### src/rtl/camera_pkg.sv
// Shared types and constants for the camera pose scheduler: basis vectors,
// FSM state encoding, button bit positions and axis update modes.
package camera_pkg;

    localparam int CAM_FRAC_BITS = 16;
    localparam logic signed [31:0] ONE = 32'sd1 <<< CAM_FRAC_BITS;

    typedef struct packed {
        logic signed [31:0] x;
        logic signed [31:0] y;
        logic signed [31:0] z;
    } vec3_t;

    // Unit vector along axis 0=x, 1=y, 2=z with the given fixed-point scale.
    function automatic vec3_t ident_vec(input int axis, input int frac_bits);
        vec3_t v;
        v = '0;
        case (axis)
            0:       v.x = 32'sd1 <<< frac_bits;
            1:       v.y = 32'sd1 <<< frac_bits;
            default: v.z = 32'sd1 <<< frac_bits;
        endcase
        return v;
    endfunction

    localparam vec3_t ID_FWD   = ident_vec(2, CAM_FRAC_BITS);
    localparam vec3_t ID_UP    = ident_vec(1, CAM_FRAC_BITS);
    localparam vec3_t ID_RIGHT = ident_vec(0, CAM_FRAC_BITS);

    localparam logic [2:0] ST_IDLE   = 3'd0;
    localparam logic [2:0] ST_STEP   = 3'd1;
    localparam logic [2:0] ST_REQ    = 3'd2;
    localparam logic [2:0] ST_WAIT   = 3'd3;
    localparam logic [2:0] ST_COMMIT = 3'd4;

    typedef enum logic [2:0] {
        S_IDLE   = ST_IDLE,
        S_STEP   = ST_STEP,
        S_REQ    = ST_REQ,
        S_WAIT   = ST_WAIT,
        S_COMMIT = ST_COMMIT
    } state_t;

    localparam int BTN_PITCH_UP   = 0;
    localparam int BTN_PITCH_DOWN = 1;
    localparam int BTN_YAW_RIGHT  = 2;
    localparam int BTN_YAW_LEFT   = 3;
    localparam int BTN_ROLL_CW    = 4;
    localparam int BTN_ROLL_CCW   = 5;

    typedef enum logic {
        MODE_CLAMP = 1'b0,
        MODE_WRAP  = 1'b1
    } axis_mode_t;

endpackage

### src/rtl/angle_stepper.sv
// One steering axis: adds or subtracts STEP degrees when enabled, then either
// saturates to +/-LIMIT (clamp) or wraps into 0..359 (wrap).
module angle_stepper
    import camera_pkg::*;
#(
    parameter int STEP  = 2,
    parameter int LIMIT = 80
) (
    input  logic       clk,
    input  logic       rst,
    input  logic       en,
    input  logic       inc,
    input  logic       dec,
    input  axis_mode_t mode,
    output logic [8:0] angle
);

    localparam logic signed [9:0] STEP_S = 10'(STEP);
    localparam logic signed [9:0] LIM_S  = 10'(LIMIT);
    localparam logic signed [9:0] FULL_S = 10'sd360;

    logic signed [9:0] cur;
    logic signed [9:0] delta;
    logic signed [9:0] sum;
    logic signed [9:0] nxt;

    always_comb begin
        // Wrapped axes hold 0..359 unsigned; the clamped axis holds a signed value.
        cur   = (mode == MODE_WRAP) ? $signed({1'b0, angle}) : $signed({angle[8], angle});
        delta = '0;
        if (inc && !dec)
            delta = STEP_S;
        else if (dec && !inc)
            delta = -STEP_S;
        sum = cur + delta;
        nxt = sum;
        if (mode == MODE_WRAP) begin
            if (sum >= FULL_S)
                nxt = sum - FULL_S;
            else if (sum < 10'sd0)
                nxt = sum + FULL_S;
        end else begin
            if (sum > LIM_S)
                nxt = LIM_S;
            else if (sum < -LIM_S)
                nxt = -LIM_S;
        end
    end

    always_ff @(posedge clk) begin
        if (rst)
            angle <= '0;
        else if (en)
            angle <= nxt[8:0];
    end

endmodule

### src/rtl/camera_pose_scheduler.sv
// Per-frame camera controller: steps pitch/yaw/roll from buttons, requests one
// basis computation, and commits the result to a frame-stable output bank.
module camera_pose_scheduler
    import camera_pkg::*;
#(
    parameter int ANGLE_STEP     = 2,
    parameter int PITCH_LIMIT    = 80,
    parameter int FRAC_BITS      = 16,
    parameter int TIMEOUT_CYCLES = 256
) (
    input  logic              clk_100mhz,
    input  logic              rst_in,
    input  logic              frame_start_in,
    input  logic [5:0]        btn_in,
    output logic signed [8:0] pitch_out,
    output logic [8:0]        yaw_out,
    output logic [8:0]        roll_out,
    output logic              view_start_out,
    input  logic              view_done_in,
    input  vec3_t             fwd_in,
    input  vec3_t             up_in,
    input  vec3_t             right_in,
    output vec3_t             fwd_out,
    output vec3_t             up_out,
    output vec3_t             right_out,
    output logic              basis_valid_out,
    output logic              timeout_out,
    output state_t            state_out
);

    localparam int CW = $clog2(TIMEOUT_CYCLES) + 1;
    localparam logic [CW-1:0] LAST_WAIT = CW'(TIMEOUT_CYCLES - 1);

    // The default fixed-point scale reuses the shared identity constants.
    localparam vec3_t RST_FWD   = (FRAC_BITS == CAM_FRAC_BITS) ? ID_FWD   : ident_vec(2, FRAC_BITS);
    localparam vec3_t RST_UP    = (FRAC_BITS == CAM_FRAC_BITS) ? ID_UP    : ident_vec(1, FRAC_BITS);
    localparam vec3_t RST_RIGHT = (FRAC_BITS == CAM_FRAC_BITS) ? ID_RIGHT : ident_vec(0, FRAC_BITS);

    state_t        state;
    logic          pending;
    logic [CW-1:0] wait_cnt;
    logic          step_en;
    logic [8:0]    pitch_q;

    assign step_en   = (state == S_STEP);
    assign pitch_out = $signed(pitch_q);
    assign state_out = state;

    angle_stepper #(.STEP(ANGLE_STEP), .LIMIT(PITCH_LIMIT)) u_pitch (
        .clk   (clk_100mhz),
        .rst   (rst_in),
        .en    (step_en),
        .inc   (btn_in[BTN_PITCH_UP]),
        .dec   (btn_in[BTN_PITCH_DOWN]),
        .mode  (MODE_CLAMP),
        .angle (pitch_q)
    );

    angle_stepper #(.STEP(ANGLE_STEP), .LIMIT(PITCH_LIMIT)) u_yaw (
        .clk   (clk_100mhz),
        .rst   (rst_in),
        .en    (step_en),
        .inc   (btn_in[BTN_YAW_RIGHT]),
        .dec   (btn_in[BTN_YAW_LEFT]),
        .mode  (MODE_WRAP),
        .angle (yaw_out)
    );

    angle_stepper #(.STEP(ANGLE_STEP), .LIMIT(PITCH_LIMIT)) u_roll (
        .clk   (clk_100mhz),
        .rst   (rst_in),
        .en    (step_en),
        .inc   (btn_in[BTN_ROLL_CW]),
        .dec   (btn_in[BTN_ROLL_CCW]),
        .mode  (MODE_WRAP),
        .angle (roll_out)
    );

    always_ff @(posedge clk_100mhz) begin
        if (rst_in) begin
            state           <= S_IDLE;
            pending         <= 1'b0;
            wait_cnt        <= '0;
            view_start_out  <= 1'b0;
            basis_valid_out <= 1'b0;
            timeout_out     <= 1'b0;
            fwd_out         <= RST_FWD;
            up_out          <= RST_UP;
            right_out       <= RST_RIGHT;
        end else begin
            view_start_out  <= 1'b0;
            basis_valid_out <= 1'b0;
            // Frames arriving while busy collapse into one deferred frame.
            if (state != S_IDLE && frame_start_in)
                pending <= 1'b1;
            case (state)
                S_IDLE: begin
                    if (frame_start_in || pending) begin
                        state   <= S_STEP;
                        pending <= 1'b0;
                    end
                end
                S_STEP: begin
                    state          <= S_REQ;
                    view_start_out <= 1'b1;
                end
                S_REQ: begin
                    wait_cnt <= '0;
                    state    <= S_WAIT;
                end
                S_WAIT: begin
                    if (view_done_in) begin
                        fwd_out         <= fwd_in;
                        up_out          <= up_in;
                        right_out       <= right_in;
                        basis_valid_out <= 1'b1;
                        state           <= S_COMMIT;
                    end else if (wait_cnt == LAST_WAIT) begin
                        timeout_out <= 1'b1;
                        state       <= S_IDLE;
                    end else begin
                        wait_cnt <= wait_cnt + 1'b1;
                    end
                end
                S_COMMIT: state <= S_IDLE;
                default:  state <= S_IDLE;
            endcase
        end
    end

endmodule

### config.mk
export PLATFORM = sky130hd
export DESIGN_NAME = camera_pose_scheduler
export DESIGN_NICKNAME = d
export VERILOG_FILES = /design/src/rtl/camera_pkg.sv /design/src/rtl/angle_stepper.sv /design/src/rtl/camera_pose_scheduler.sv
export SDC_FILE = /design/constraint.sdc
export NUM_CORES = 1
export LEC_CHECK = 0
export ABC_AREA = 1
export BUFFER_PORTS_ARGS = -buffer_cell sky130_fd_sc_hd__clkbuf_2
export CAP_MARGIN = 0
export CORE_AREA = 2 2 238 240
export CTS_BUF_LIST = sky130_fd_sc_hd__clkbuf_2 sky130_fd_sc_hd__clkbuf_4 sky130_fd_sc_hd__clkbuf_8
export DETAILED_ROUTE_END_ITERATION = 10
export DIE_AREA = 0 0 240 242
export GPL_TIMING_DRIVEN = 0
export PLACE_DENSITY = 0.56
export SLEW_MARGIN = 20
export SYNTH_ARGS = -nofsm -noshare
export SYNTH_HDL_FRONTEND = slang
export SYNTH_SLANG_ARGS = --single-unit
### constraint.sdc
create_clock -name clk_100mhz -period 7.2 [get_ports clk_100mhz]
set_clock_uncertainty 0.15 [all_clocks]
set_input_delay 0.72 -clock clk_100mhz [delete_from_list [all_inputs] [get_ports clk_100mhz]]
set_output_delay 0.72 -clock clk_100mhz [all_outputs]
set_load 0.02 [all_outputs]
* Word-level counts from Yosys, hierarchy flattened *
Index checks and enable logic that the tools add are counted.

cells by class
  multiplexer cells = 24
  magnitude comparators = 6
  $add $sub $neg = 8
  bitwise gates (word level) = 2
  multipliers = 0
  reduce and logical (&&, ||, !) cells = 22
  div/mod/pow operators = 0
  shifts and indexed selects = 0
  equality and inequality tests = 8

operator list
  kind                                                                   count
  9-bit two-way mux                                                      8
  10-bit two-way mux                                                     6
  10-bit adder                                                           2
  10-bit greater-or-equal comparator, second input constant              2
  10-bit by 1-bit < comparator with 1-bit output, second input constant  2
  9-bit adder, second input constant                                     2
  9-bit one-hot mux with 2 select lines                                  1
  9-bit subtractor, second input constant                                2
  3-bit one-hot mux with 4 select lines                                  1
  9-bit by 10-bit adder with 10-bit output                               1
  10-bit by 8-bit > comparator with 1-bit output, second input constant  1
  10-bit by 8-bit < comparator with 1-bit output, second input constant  1
  9-bit by 1-bit adder with 9-bit output, second input constant          1
  9-bit by 8-bit == test with 1-bit output, second input constant        1
  3-bit two-way mux                                                      3
  1-bit logical AND                                                      7
  3-bit by 2-bit == test with 1-bit output, second input constant        2
  1-bit logical NOT                                                      6
  2-bit != test, second input constant                                   3
  3-bit AND reduction                                                    2
  1-bit two-way mux                                                      5
  2-bit AND reduction                                                    2
  3-bit by 1-bit == test with 1-bit output, second input constant        1
  3-bit logical NOT                                                      1
  other kinds (6)                                                        7

storage, ports and cells
  input port bits = 298
  logic and storage cells = 88
  memories = 0
  ROM bits = 0
  RAM bits = 0
  bits in registers = 331
  output and inout port bits = 321
  latch bits = 0

* Logic depth before layout (Yosys ltp) *
Gate-level depths: netlist of the first run.

  depth in word-level cells = 8
  depth in mapped cells = 21
  gate-level depth less buffers = 21

* Modules after synthesis *
From an unflattened synthesis of the first run, not the netlist that was laid out.

unflattened totals
  cells, all modules = 2118
  area, all modules = 15117.0 sq um

by module, submodules not included
  module                        sequential area each (sq um)  times used  cells an instance  area an instance (sq um)
  camera_pose_scheduler         6085.8                        1           1351               10706.5
  angle_stepper at u_pitch ...  160.2                         2           255                1455.1
  angle_stepper at u_roll       160.2                         1           257                1500.2

* Worst setup path after synthesis of the first run *
No wires, ideal clock.

  kind = input to register
  start point = input btn_in[2]
  end point = register u_yaw.angle[3]
  path slack = 4127 ps
  buffers on the path = 0
  data arrival time = 2814 ps
  stages = 16
  data required time = 6941 ps
  setup time = 109 ps
  path through = inv_1 -> ha_1 -> inv_1 -> ha_1 -> inv_1 -> fa_1 -> xnor2_1 -> ha_1 -> nor3b_1 -> nand3_1 -> nand3_4 -> nand2_2 -> nand3_1 -> nand3_1 -> nand2_1 -> inv_1

on the way
  longest elaborated chain between the ends = 8
  elaborated cells between the ends (all ways) = 12
  those cells by class = add/sub: 3; order compare: 2; mux: 4; reduce/logical: 3

ends and longest elaborated chain
  item                                                                                  line                                      text
  from (decl)                                                                           camera_pose_scheduler.sv:14               input logic [5:0] btn_in,
  1-bit logical NOT                                                                     angle_stepper.sv:33                       else if (dec && !inc)
  1-bit logical AND                                                                     angle_stepper.sv:33
  10-bit two-way mux                                                                    angle_stepper.sv:33
  10-bit two-way mux (*)                                                                angle_stepper.sv:31                       if (inc && !dec)
  10-bit adder (*)                                                                      angle_stepper.sv:35                       sum = cur + delta;
  9-bit adder / 10-bit by 1-bit < comparator with 1-bit output (equally long branches)  angle_stepper.sv:41, angle_stepper.sv:40
  9-bit two-way mux                                                                     angle_stepper.sv:40                       else if (sum < 10'sd0)
  9-bit two-way mux (*)                                                                 angle_stepper.sv:38                       if (sum >= FULL_S)
  to (signal assigned)                                                                  angle_stepper.sv:54                       angle <= nxt[8:0];
  to (decl)                                                                             angle_stepper.sv:15                       output logic [8:0] angle

Mark *: on every way between the ends. The rest lies on a longest branch, timed or not.
A chain may end at the register's enable or synchronous reset.

* Worst setup path in the final report of the first run *
  start point = input btn_in[2]
  end point = register u_yaw.angle[7]

Same word-level chain as after synthesis.

==> results of run 1 <==
## area by class of cell
class,instances,area (sq um)
clock buffer,91,1160
tap,756,946
clock inverter,16,171
sequential,328,6570
fill,6189,36900
buffer,107,444
inverter,77,289
timing repair buffer,614,3070
antenna,2,5.00
multi-input combinational,1312,6200
## per-stage QoR
step | hold WS (ps) | total power (uW) | std cells
6_report | 159 | 4630 | 3303
5_1_grt | 109 | 4860 | 3302
4_1_cts | 77.2 | 4690 | 3301
3_5_place_dp | 295 | 2720 | 3194
3_3_place_gp | 295 | 2720 | 3194
2_1_floorplan | 278 | 2430 | 1824
## layer usage
layer / vias to the layer above / track usage, % / wire length, um
li1: 7221 / - / -
met1: 6411 / 21.8 / 22400
met2: 456 / 29.2 / 24500
met3: 103 / 4.97 / 3870
met4: 6 / 6.50 / 1800
met5: - / 0 / 37
## worst min path at each step
stage	startpoint	to	slack (ps)
after floorplan	wait_cnt[7]	wait_cnt[7]	280
after global placement	right_out[80]	right_out[80]	290
after detailed placement	right_out[80]	right_out[80]	290
after CTS	fwd_in[16]	fwd_out[16]	80
after global routing	right_in[94]	right_out[94]	110
final	fwd_in[16]	fwd_out[16]	160
## logic make-up after synthesis
family,after synthesis,share of synthesized area [%]
flops,328,48.7
fa+ha+maj,32,3.08
xor+xnor,12,1.22
buf+inv,184,5.43
simple gates,905,27.8
other cells,1,0.0278
compound gates,360,13.7
## synth_stat cells (all sizes together), types with 2 or more instances
master / instances / share of area (%)
nand3b: 6 / 0.39
nor3: 4 / 0.23
nand4: 12 / 0.60
buf: 22 / 0.93
clkbuf: 85 / 2.4
clkinv: 2 / 0.056
nand3: 70 / 3.2
fa: 2 / 0.30
ha: 30 / 2.8
nand2: 199 / 6.1
dfxtp: 328 / 49
o21ai: 307 / 11
o21a: 7 / 0.39
a21oi: 43 / 1.8
nor2: 610 / 17
xor2: 6 / 0.72
inv: 75 / 2.1
xnor2: 6 / 0.50
## critical path, cell delays in order
cell	delay, ps
clkbuf_2	80
inv_1	40
ha_1	390
inv_1	160
fa_1	450
xnor2_1	340
ha_1	210
nor3b_1	230
nand3_1	160
nand3_4	130
nand2_2	100
nand2_1	80
nand3_1	90
a21oi_1	130
## power groups by stage
| stage | clock network, uW | registers [uW] | logic, uW |
|---|---|---|---|
| after floorplan | 0 | 2050 | 376 |
| after global placement | 0 | 1980 | 742 |
| after detailed placement | 0 | 1980 | 741 |
| after CTS | 2010 | 1940 | 745 |
| after global routing | 2090 | 1950 | 827 |
| final | 1950 | 1940 | 740 |
## state kept, by name, indices dropped and copies added, names as in the netlist
signal           count
u_yaw.angle          8
basis_valid_out      1
wait_cnt             9
right_out           96
fwd_out             96
u_pitch.angle        8
pending              1
up_out              96
state_out            3
view_start_out       1
u_roll.angle         8
timeout_out          1
## cell usage in the layout, fill, tap and decap left out, types with 36 or more instances in the layout
cell	n
clkbuf_2	614
nor2_1	604
dfxtp_1	328
o21ai_0	300
nand2_1	178
clkbuf_1	85
clkbuf_8	76
inv_1	67
nand3_1	58
a21oi_1	36
==> results.sh, run 1 <==
export IMPL_min_period_ps=2890
export IMPL_clk_latency_ps=630
export IMPL_drt_initial_drc_count=712
export IMPL_crit_type="primary input to flop"
export IMPL_syn_to_final_growth_pct=39.7
export IMPL_tns_ps=0
export IMPL_nNetsFinal=2829
export IMPL_routed_wl_mm=52.6
export IMPL_drcViolationCount=0
export IMPL_rows=87
export IMPL_final_core_utilization_pct=33.8
export IMPL_rsz0062_at_grt="false"
export IMPL_seqPwrFrac_pct=41.9
export IMPL_cts_tree="done"
export IMPL_pwr_share_clk_pct=42.2
export IMPL_grt_pass1_wl_mm=79.6
export IMPL_fp_coreArea_sq_mm=0.0557
export IMPL_yosys_most_used_dff="dfxtp_1"
export IMPL_cp_end_kind="flop"
export IMPL_htreeDepth=2
export IMPL_first_pass_iters=7
export IMPL_crit_start="btn_in[2]"
export IMPL_timing_hold_violations_final=0
export IMPL_tightest_slew_ps=794
export IMPL_vias=14200
export IMPL_crit_end="u_yaw.angle[7]"
export IMPL_critPathRequiredTime_ps=7610
export IMPL_maxSlewHeadroom_pct=47.0
export IMPL_arrival_ps=3300
export IMPL_hold_buffers=0
export IMPL_regToRegSetupSlack_ps=4490
export IMPL_antenna_found_initial=6
export IMPL_wire_per_inst_um=15.9
export IMPL_avgSynthCellArea_sq_um=7.40
export IMPL_start_util_pct=24.2
export IMPL_clkTransAtPathRegs_ps=70
export IMPL_async_flop_share_pct=0
export IMPL_status="complete, no violations"
export IMPL_stdcell_area_sq_mm=0.0189
export IMPL_root_buffer="clkbuf_8"
export IMPL_fmax_mhz=346
export IMPL_yosysSeqAreaShare_pct=48.7
export IMPL_rr_worst_depth=12
export IMPL_report_final_slew_viol_count=0
export IMPL_cts_repair_resized=0
export IMPL_dpl_worst_slack_ps=3640
export IMPL_grt_max_degree=16
export IMPL_r2r_start="u_yaw.angle[1]"
export IMPL_drtAntennaViolNets=0
export IMPL_rr_endpoint="u_yaw.angle[7]"
export IMPL_comb_power_share_pct=16.0
export IMPL_power_leakage_uw=0.00975
export IMPL_cp_start_kind="primary input"
export IMPL_max_cap_violations=0
export IMPL_cts_buffer_depth=3
export IMPL_holdCritPathClass="primary input to flop"
export IMPL_io_pins=619
export IMPL_grt_overflow_total=0
export IMPL_dp_hpwl_mm=41.1
export IMPL_setup_viol=0
export IMPL_synth_area_sq_mm=0.0135
export IMPL_track_usage_pct=17.7
export IMPL_ys_warn_count=0
export IMPL_vdd_drop_max_mv=0.183
export IMPL_p_switching_uw=1350
export IMPL_finalCritPeriodShare_pct=40.1
export IMPL_port_buffers=614
export IMPL_place_congestion=0.891
export IMPL_cts_setup_buffers=0
export IMPL_viasPerCell=4.30
export IMPL_first_global_vias=13800
export IMPL_synth_cells=1822
export IMPL_p_per_area_mw_per_mm2=246
export IMPL_synth_seq_cells=328
export IMPL_swShare_pct=29.1
export IMPL_dieArea_sq_mm=0.0581
export IMPL_cts_sinks=328
export IMPL_synth_edf_count=0
export IMPL_synth_cell_types=44
export IMPL_drive_gt1_share_pct=31.6
export IMPL_dpl_cell_area_sq_mm=0.0175
export IMPL_min_path_cells=3
export IMPL_die_height_um=242
export IMPL_crit_fanout=9
export IMPL_finalWorstSetupSlack_ps=4310
export IMPL_numCtsBuffers=59
export IMPL_dieWidth_um=240
export IMPL_intPower_uw=3280
(Power assumes the default switching activity.)
==> inputs of run 2 (changes only) <==
--- a/config.mk
+++ b/config.mk
@@ -5,13 +5,13 @@
 export SDC_FILE = /design/constraint.sdc
 export NUM_CORES = 1
 export LEC_CHECK = 0
-export ABC_AREA = 1
+export ABC_AREA = 0
 export BUFFER_PORTS_ARGS = -buffer_cell sky130_fd_sc_hd__clkbuf_2
 export CAP_MARGIN = 0
-export CORE_AREA = 2 2 238 240
+export CORE_AREA = 2 2 243 245
 export CTS_BUF_LIST = sky130_fd_sc_hd__clkbuf_2 sky130_fd_sc_hd__clkbuf_4 sky130_fd_sc_hd__clkbuf_8
 export DETAILED_ROUTE_END_ITERATION = 10
-export DIE_AREA = 0 0 240 242
+export DIE_AREA = 0 0 245 247
 export GPL_TIMING_DRIVEN = 0
 export PLACE_DENSITY = 0.56
 export SLEW_MARGIN = 20
==> constraint.sdc (replaced) <==
create_clock -name clk_100mhz -period 2.4 [get_ports clk_100mhz]
set_clock_uncertainty 0.15 [all_clocks]
set_input_delay 0.24 -clock clk_100mhz [delete_from_list [all_inputs] [get_ports clk_100mhz]]
set_output_delay 0.24 -clock clk_100mhz [all_outputs]
set_load 0.02 [all_outputs]
==> results.sh, run 2 <==
export IMPL_antenna_found_initial=3
export IMPL_cp_start_kind="flop"
export IMPL_cts_sinks=328
export IMPL_nNetsFinal=3031
export IMPL_first_global_vias=14800
export IMPL_grt_util_met1_pct=21.1
export IMPL_fp_coreArea_sq_mm=0.0582
export IMPL_violations="negative setup slack"
export IMPL_grt_overflow_total=0
export IMPL_htreeDepth=2
export IMPL_fill_cells=5932
export IMPL_root_buffer="clkbuf_8"
export IMPL_grt_pass1_wl_mm=81.2
export IMPL_cp_end_kind="flop"
export IMPL_clkTransAtPathRegs_ps=60
export IMPL_yosys_most_used_dff="dfxtp_1"
export IMPL_syn_to_final_growth_pct=70.9
export IMPL_finalCritPeriodShare_pct=122
export IMPL_synth_edf_count=0
export IMPL_fmax_mhz=341
export IMPL_report_final_slew_viol_count=0
export IMPL_viasPerCell=4.42
export IMPL_port_buffers=615
export IMPL_rsz0062_at_grt="true"
export IMPL_finalWorstSetupSlack_ps=-537
export IMPL_dp_hpwl_mm=40.3
export IMPL_clk_latency_ps=630
export IMPL_synth_top_area_cell="dfxtp_1"
export IMPL_track_usage_pct=17.0
export IMPL_synth_cells=1697
export IMPL_fin_hold_ws_ps=81.4
export IMPL_yosysSeqAreaShare_pct=49.8
export IMPL_tns_ps=-5940
export IMPL_use_met2_pct=27.5
export IMPL_ys_warn_count=0
export IMPL_synth_top_cell_area_share_pct=49.8
export IMPL_rows=89
export IMPL_synth_cell_types=72
export IMPL_start_util_pct=22.6
export IMPL_wire_per_inst_um=15.8
export IMPL_synth_area_sq_mm=0.0132
export IMPL_min_path_cells=6
export IMPL_min_period_ps=2940
export IMPL_arrival_ps=3280
export IMPL_timing_hold_violations_final=0
export IMPL_layout_common_cells="clkbuf_2, nand2_1, dfxtp_1"
export IMPL_seqCellArea_sq_mm=0.00659
export IMPL_io_pins=619
export IMPL_p_per_area_mw_per_mm2=645
export IMPL_numCtsBuffers=60
export IMPL_synth_common_cells="nand2_1, dfxtp_1, a21oi_1"
export IMPL_tightest_slew_ps=891
export IMPL_die_height_um=247
export IMPL_yosysMostFrequentCell="nand2_1"
export IMPL_place_congestion=0.869
export IMPL_cts_tree="done"
export IMPL_dieArea_sq_mm=0.0605
export IMPL_rr_worst_depth=12
export IMPL_ys_top_cells_by_area="dfxtp_1, nand2_1, a21oi_1, clkbuf_1, ha_1"
export IMPL_multiInputGateArea_sq_mm=0.00672
export IMPL_crit_type="flop to flop"
export IMPL_drcViolationCount=0
export IMPL_reg_top3="fwd_out (96), right_out (96), up_out (96)"
export IMPL_grt_max_degree=17
export IMPL_dieWidth_um=245
export IMPL_routed_wl_mm=55.6
export IMPL_final_common_cell="clkbuf_2"
export IMPL_power_leakage_uw=0.00955
export IMPL_drive_gt1_share_pct=33.4
export IMPL_critPathRequiredTime_ps=2750
export IMPL_maxSlewHeadroom_pct=40.6
export IMPL_drt_initial_drc_count=629
export IMPL_crit_fanout=6
export IMPL_async_flop_share_pct=0
export IMPL_synth_seq_cells=328
export IMPL_holdCritPathClass="primary input to flop"
export IMPL_vdd_drop_max_mv=0.408
export IMPL_cts_buffer_depth=3
export IMPL_power_uw=14500
export IMPL_status="complete, but fails checks"
export IMPL_setup_viol=20
export IMPL_avgSynthCellArea_sq_um=7.77
export IMPL_drtAntennaViolNets=0
export IMPL_met3_usage_pct=4.73
export IMPL_max_cap_violations=0
export IMPL_first_pass_iters=5
export IMPL_busiest_layer="met2"
export IMPL_vias=15600
run 2: changes by cell type in the layout (fill, tap and decap cells not counted), moves of 15 or more:
cell / delta
clkbuf_2: +30
o21ai_0: -286
inv_1: -47
buf_4: +33
nand2_2: -15
dlygate4sd3_1: +292
a21oi_1: +273
clkbuf_1: -17
nand3_1: -45
nor2_1: -569
nand2_1: +430
run 2: cell type report:
type	instances	share of cell area [%]
diodes	3	0.0333
well taps	773	4.29
clock buffers	95	5.25
repair buffers	945	28.0
flip-flops and latches	328	29.3
clock inverters	10	0.394
inverters	31	0.650
multi-input cells	1222	29.8
plain buffers	113	2.31
run 2: kinds of logic (layout without fill, tap and decap cells):
logic type               Yosys count  in the layout  share of synthesized area [%]
AO/OA/AOI/OAI                    415            415                           17.7
adder cells (fa/ha/maj)           32             32                           3.15
AND/OR/NAND/NOR                  745            745                           23.1
buffers and inverters            149           1194                           4.42
XOR/XNOR                          24             24                           1.59
other                              1              6                         0.0284
multiplexers                       3              3                          0.228
flip-flops                       328            328                           49.8
run 2: final timing paths:
| check | from | endpoint | slack, ps |
|---|---|---|---|
| setup / recovery | u_yaw.angle[1] | u_yaw.angle[7] | -540 |
| hold / removal | btn_in[5] | u_roll.angle[1] | 80 |
| setup reg to reg | u_yaw.angle[1] | u_yaw.angle[7] | -540 |
| hold reg to reg | up_out[53] | up_out[53] | 300 |
run 2: report_power, final:
group / leakage (uW) / internal [uW] / switching (uW) / total (uW)
logic: 0.00621 / 1410 / 1660 / 3080
registers: 0.00266 / 5630 / 177 / 5810
clock network: 0.000680 / 3210 / 2440 / 5660
run 2: metal layers:
metal	up-vias	share of wire [%]
met3	129	7.2
met4	0	3.8
met2	565	47
met5	-	0
met1	7182	42
li1	7678	-
run 2: timing repair:
item | CTS | global route
resized for setup | 70 | 75
cloned | 0 | 0
setup buffers | 23 | 16
setup endpoints to repair | 311 | 230
pin swaps | 24 | 24
endpoints found under the hold margin | 300 | 0
hold buffers | 292 | 0
run 2: critical path, stage by stage, from the launching register on:
cell,delay (ps)
dfxtp_4,350
ha_4,160
inv_2,50
fa_2,220
nor2b_4,60
o2111a_1,260
or4_4,430
and3_4,210
or2_1,210
buf_6,140
and3_4,150
nor3_1,310
a211oi_2,110
run 2: metrics by stage:
stage	area, sq um	std cells	util [%]	worst slack (ps)
after floorplan	13500	1699	-	-648
after global placement	17600	3087	30.2	-1100
after detailed placement	17600	3087	30.2	-1100
after CTS	22200	3501	38.2	-507
after global routing	22500	3518	38.7	-650
final	22500	3520	38.7	-537
==> inputs of run 3 (changes only) <==
--- a/config.mk
+++ b/config.mk
@@ -8,12 +8,12 @@
 export ABC_AREA = 0
 export BUFFER_PORTS_ARGS = -buffer_cell sky130_fd_sc_hd__clkbuf_2
 export CAP_MARGIN = 0
-export CORE_AREA = 2 2 243 245
+export CORE_AREA = 2 2 240 242
 export CTS_BUF_LIST = sky130_fd_sc_hd__clkbuf_2 sky130_fd_sc_hd__clkbuf_4 sky130_fd_sc_hd__clkbuf_8
 export DETAILED_ROUTE_END_ITERATION = 10
-export DIE_AREA = 0 0 245 247
+export DIE_AREA = 0 0 242 244
 export GPL_TIMING_DRIVEN = 0
-export PLACE_DENSITY = 0.56
+export PLACE_DENSITY = 0.55
 export SLEW_MARGIN = 20
 export SYNTH_ARGS = -nofsm -noshare
 export SYNTH_HDL_FRONTEND = slang
==> constraint.sdc (replaced) <==
create_clock -name clk_100mhz -period 3.3 [get_ports clk_100mhz]
set_clock_uncertainty 0.15 [all_clocks]
set_input_delay 0.33 -clock clk_100mhz [delete_from_list [all_inputs] [get_ports clk_100mhz]]
set_output_delay 0.33 -clock clk_100mhz [all_outputs]
set_load 0.02 [all_outputs]
==> results.sh, run 3 (synthesized netlist as in run 2, its figures left out) <==
export IMPL_status="complete, no violations"
export IMPL_min_delay_start="btn_in[3]"
export IMPL_maxSlewHeadroom_pct=33.7
export IMPL_nNetsFinal=3000
export IMPL_finalCritPeriodShare_pct=96.7
export IMPL_critPathRequiredTime_ps=3670
export IMPL_cp_start_kind="flop"
export IMPL_io_pins=619
export IMPL_regToRegSetupSlack_ps=110
export IMPL_numCtsBuffers=59
export IMPL_reg_top3="fwd_out (96), right_out (96), up_out (96)"
export IMPL_rr_endpoint="u_roll.angle[6]"
export IMPL_p_per_area_mw_per_mm2=484
export IMPL_root_buffer="clkbuf_8"
export IMPL_crit_end="u_roll.angle[6]"
export IMPL_setup_viol=0
export IMPL_holdCritPathClass="primary input to flop"
export IMPL_min_period_ps=3190
export IMPL_rr_worst_depth=12
export IMPL_timing_hold_violations_final=0
export IMPL_vias=15800
export IMPL_max_cap_violations=0
export IMPL_tightest_slew_ps=995
export IMPL_final_common_cell="clkbuf_2"
export IMPL_dieArea_sq_mm=0.0590
export IMPL_finalWorstSetupSlack_ps=108
export IMPL_wire_per_inst_um=16.8
export IMPL_antenna_found_initial=2
export IMPL_cts_tree="done"
export IMPL_crit_start="u_roll.angle[1]"
export IMPL_power_leakage_uw=0.00919
export IMPL_grt_max_degree=17
export IMPL_fill_cells=5793
export IMPL_cts_buffer_depth=3
export IMPL_dpl_worst_slack_ps=-515
export IMPL_dp_hpwl_mm=44.1
export IMPL_power_uw=10500
export IMPL_start_util_pct=23.5
export IMPL_rows=87
export IMPL_drtAntennaViolNets=0
export IMPL_r2r_start="u_roll.angle[1]"
export IMPL_layout_common_cells="clkbuf_2, nand2_1, dfxtp_1"
export IMPL_port_buffers=615
export IMPL_viasPerCell=4.55
export IMPL_clk_latency_ps=650
export IMPL_tns_ps=0
export IMPL_cts_sinks=328
export IMPL_cp_end_kind="flop"
export IMPL_min_path_cells=6
export IMPL_grt_pass1_wl_mm=88.0
export IMPL_first_pass_iters=7
export IMPL_routed_wl_mm=58.4
export IMPL_rsz0062_at_grt="true"
export IMPL_fmax_mhz=313
export IMPL_drt_initial_drc_count=859
export IMPL_first_global_vias=15700
export IMPL_drcViolationCount=0
export IMPL_report_final_slew_viol_count=0
export IMPL_grt_overflow_total=0
export IMPL_arrival_ps=3560
export IMPL_drive_gt1_share_pct=28.5
export IMPL_dieWidth_um=242
export IMPL_track_usage_pct=18.8
export IMPL_syn_to_final_growth_pct=64.2
export IMPL_place_congestion=0.948
export IMPL_clkTransAtPathRegs_ps=60
export IMPL_crit_fanout=6
export IMPL_die_height_um=244
export IMPL_crit_type="flop to flop"
export IMPL_vdd_drop_max_mv=0.286
export IMPL_fp_coreArea_sq_mm=0.0562
export IMPL_htreeDepth=2
==> run 3: cell count changes in the layout (fill, tap and decap cells not counted), moves of 6 or more <==
cell / previous run / this run
ha_4: 10 / 0
dfxtp_2: 11 / 0
buf_6: 10 / 1
xnor2_1: 3 / 9
ha_1: 18 / 30
inv_1: 20 / 28
clkbuf_2: 644 / 615
clkbuf_1: 68 / 106
buf_4: 37 / 9
clkbuf_4: 23 / 17
dfxtp_1: 314 / 328
==> run 3: per-stage QoR <==
stage | hold WS, ps | instance area, sq um | cells | utilization [%]
final | 227 | 21600 | 3479 | 38.5
after detailed placement | 295 | 17200 | 3070 | 30.7
after CTS | 159 | 21500 | 3472 | 38.3
after global placement | 292 | 17200 | 3070 | 30.7
after global routing | 201 | 21600 | 3478 | 38.5
after floorplan | 304 | 13200 | 1699 | -
==> run 3: worst min-delay path by stage <==
stage	to
after global placement	right_out[75]
after CTS	u_yaw.angle[1]
after detailed placement	right_out[65]
after floorplan	fwd_out[16]
final	u_yaw.angle[1]
after global routing	u_roll.angle[1]
==> run 3: where the power goes <==
group	internal [uW]	switching (uW)	total [uW]	leakage (uW)
Clock	2530	1820	4350	0.000729
Sequential	4090	106	4190	0.00265
Combinational	828	1100	1930	0.00581
Total	7450	3020	10500	0.00919
==> run 3: what timing repair did <==
item,in CTS,in global routing
setup endpoints to repair,3,14
endpoints found under the hold margin,295,0
hold buffers,291,0
gates cloned,0,0
gates resized for setup,2,15
pin swaps,0,4
buffers inserted,0,5
==> run 3: worst max-delay path: stages, from the launching register on <==
cell and delay [ps]:
dfxtp_1 370, ha_1 220, inv_1 70, fa_1 450, nand2b_1 230, a21oi_2 250
o21ai_1 160, a21oi_2 160, buf_4 160, xnor2_2 200, nor2_1 80, a311o_1 350
a31o_2 240
==> run 3: cell type report <==
cell class	count	area [sq um]	share of cell area, %
Sequential cell	328	6570	30.3
Multi-Input combinational cell	1222	6150	28.4
Timing Repair Buffer	911	6030	27.8
Clock buffer	94	1190	5.49
Tap cell	756	946	4.37
Buffer	117	467	2.16
Clock inverter	18	185	0.855
Inverter	31	116	0.538
Antenna cell	2	5.00	0.0231
==> run 3: metal layers <==
metal  GRT usage [%]  share of wire, %
met1            22.0                41
met2            33.4                49
met3            4.37               6.4
met4            6.94               3.5
met5               0             0.019
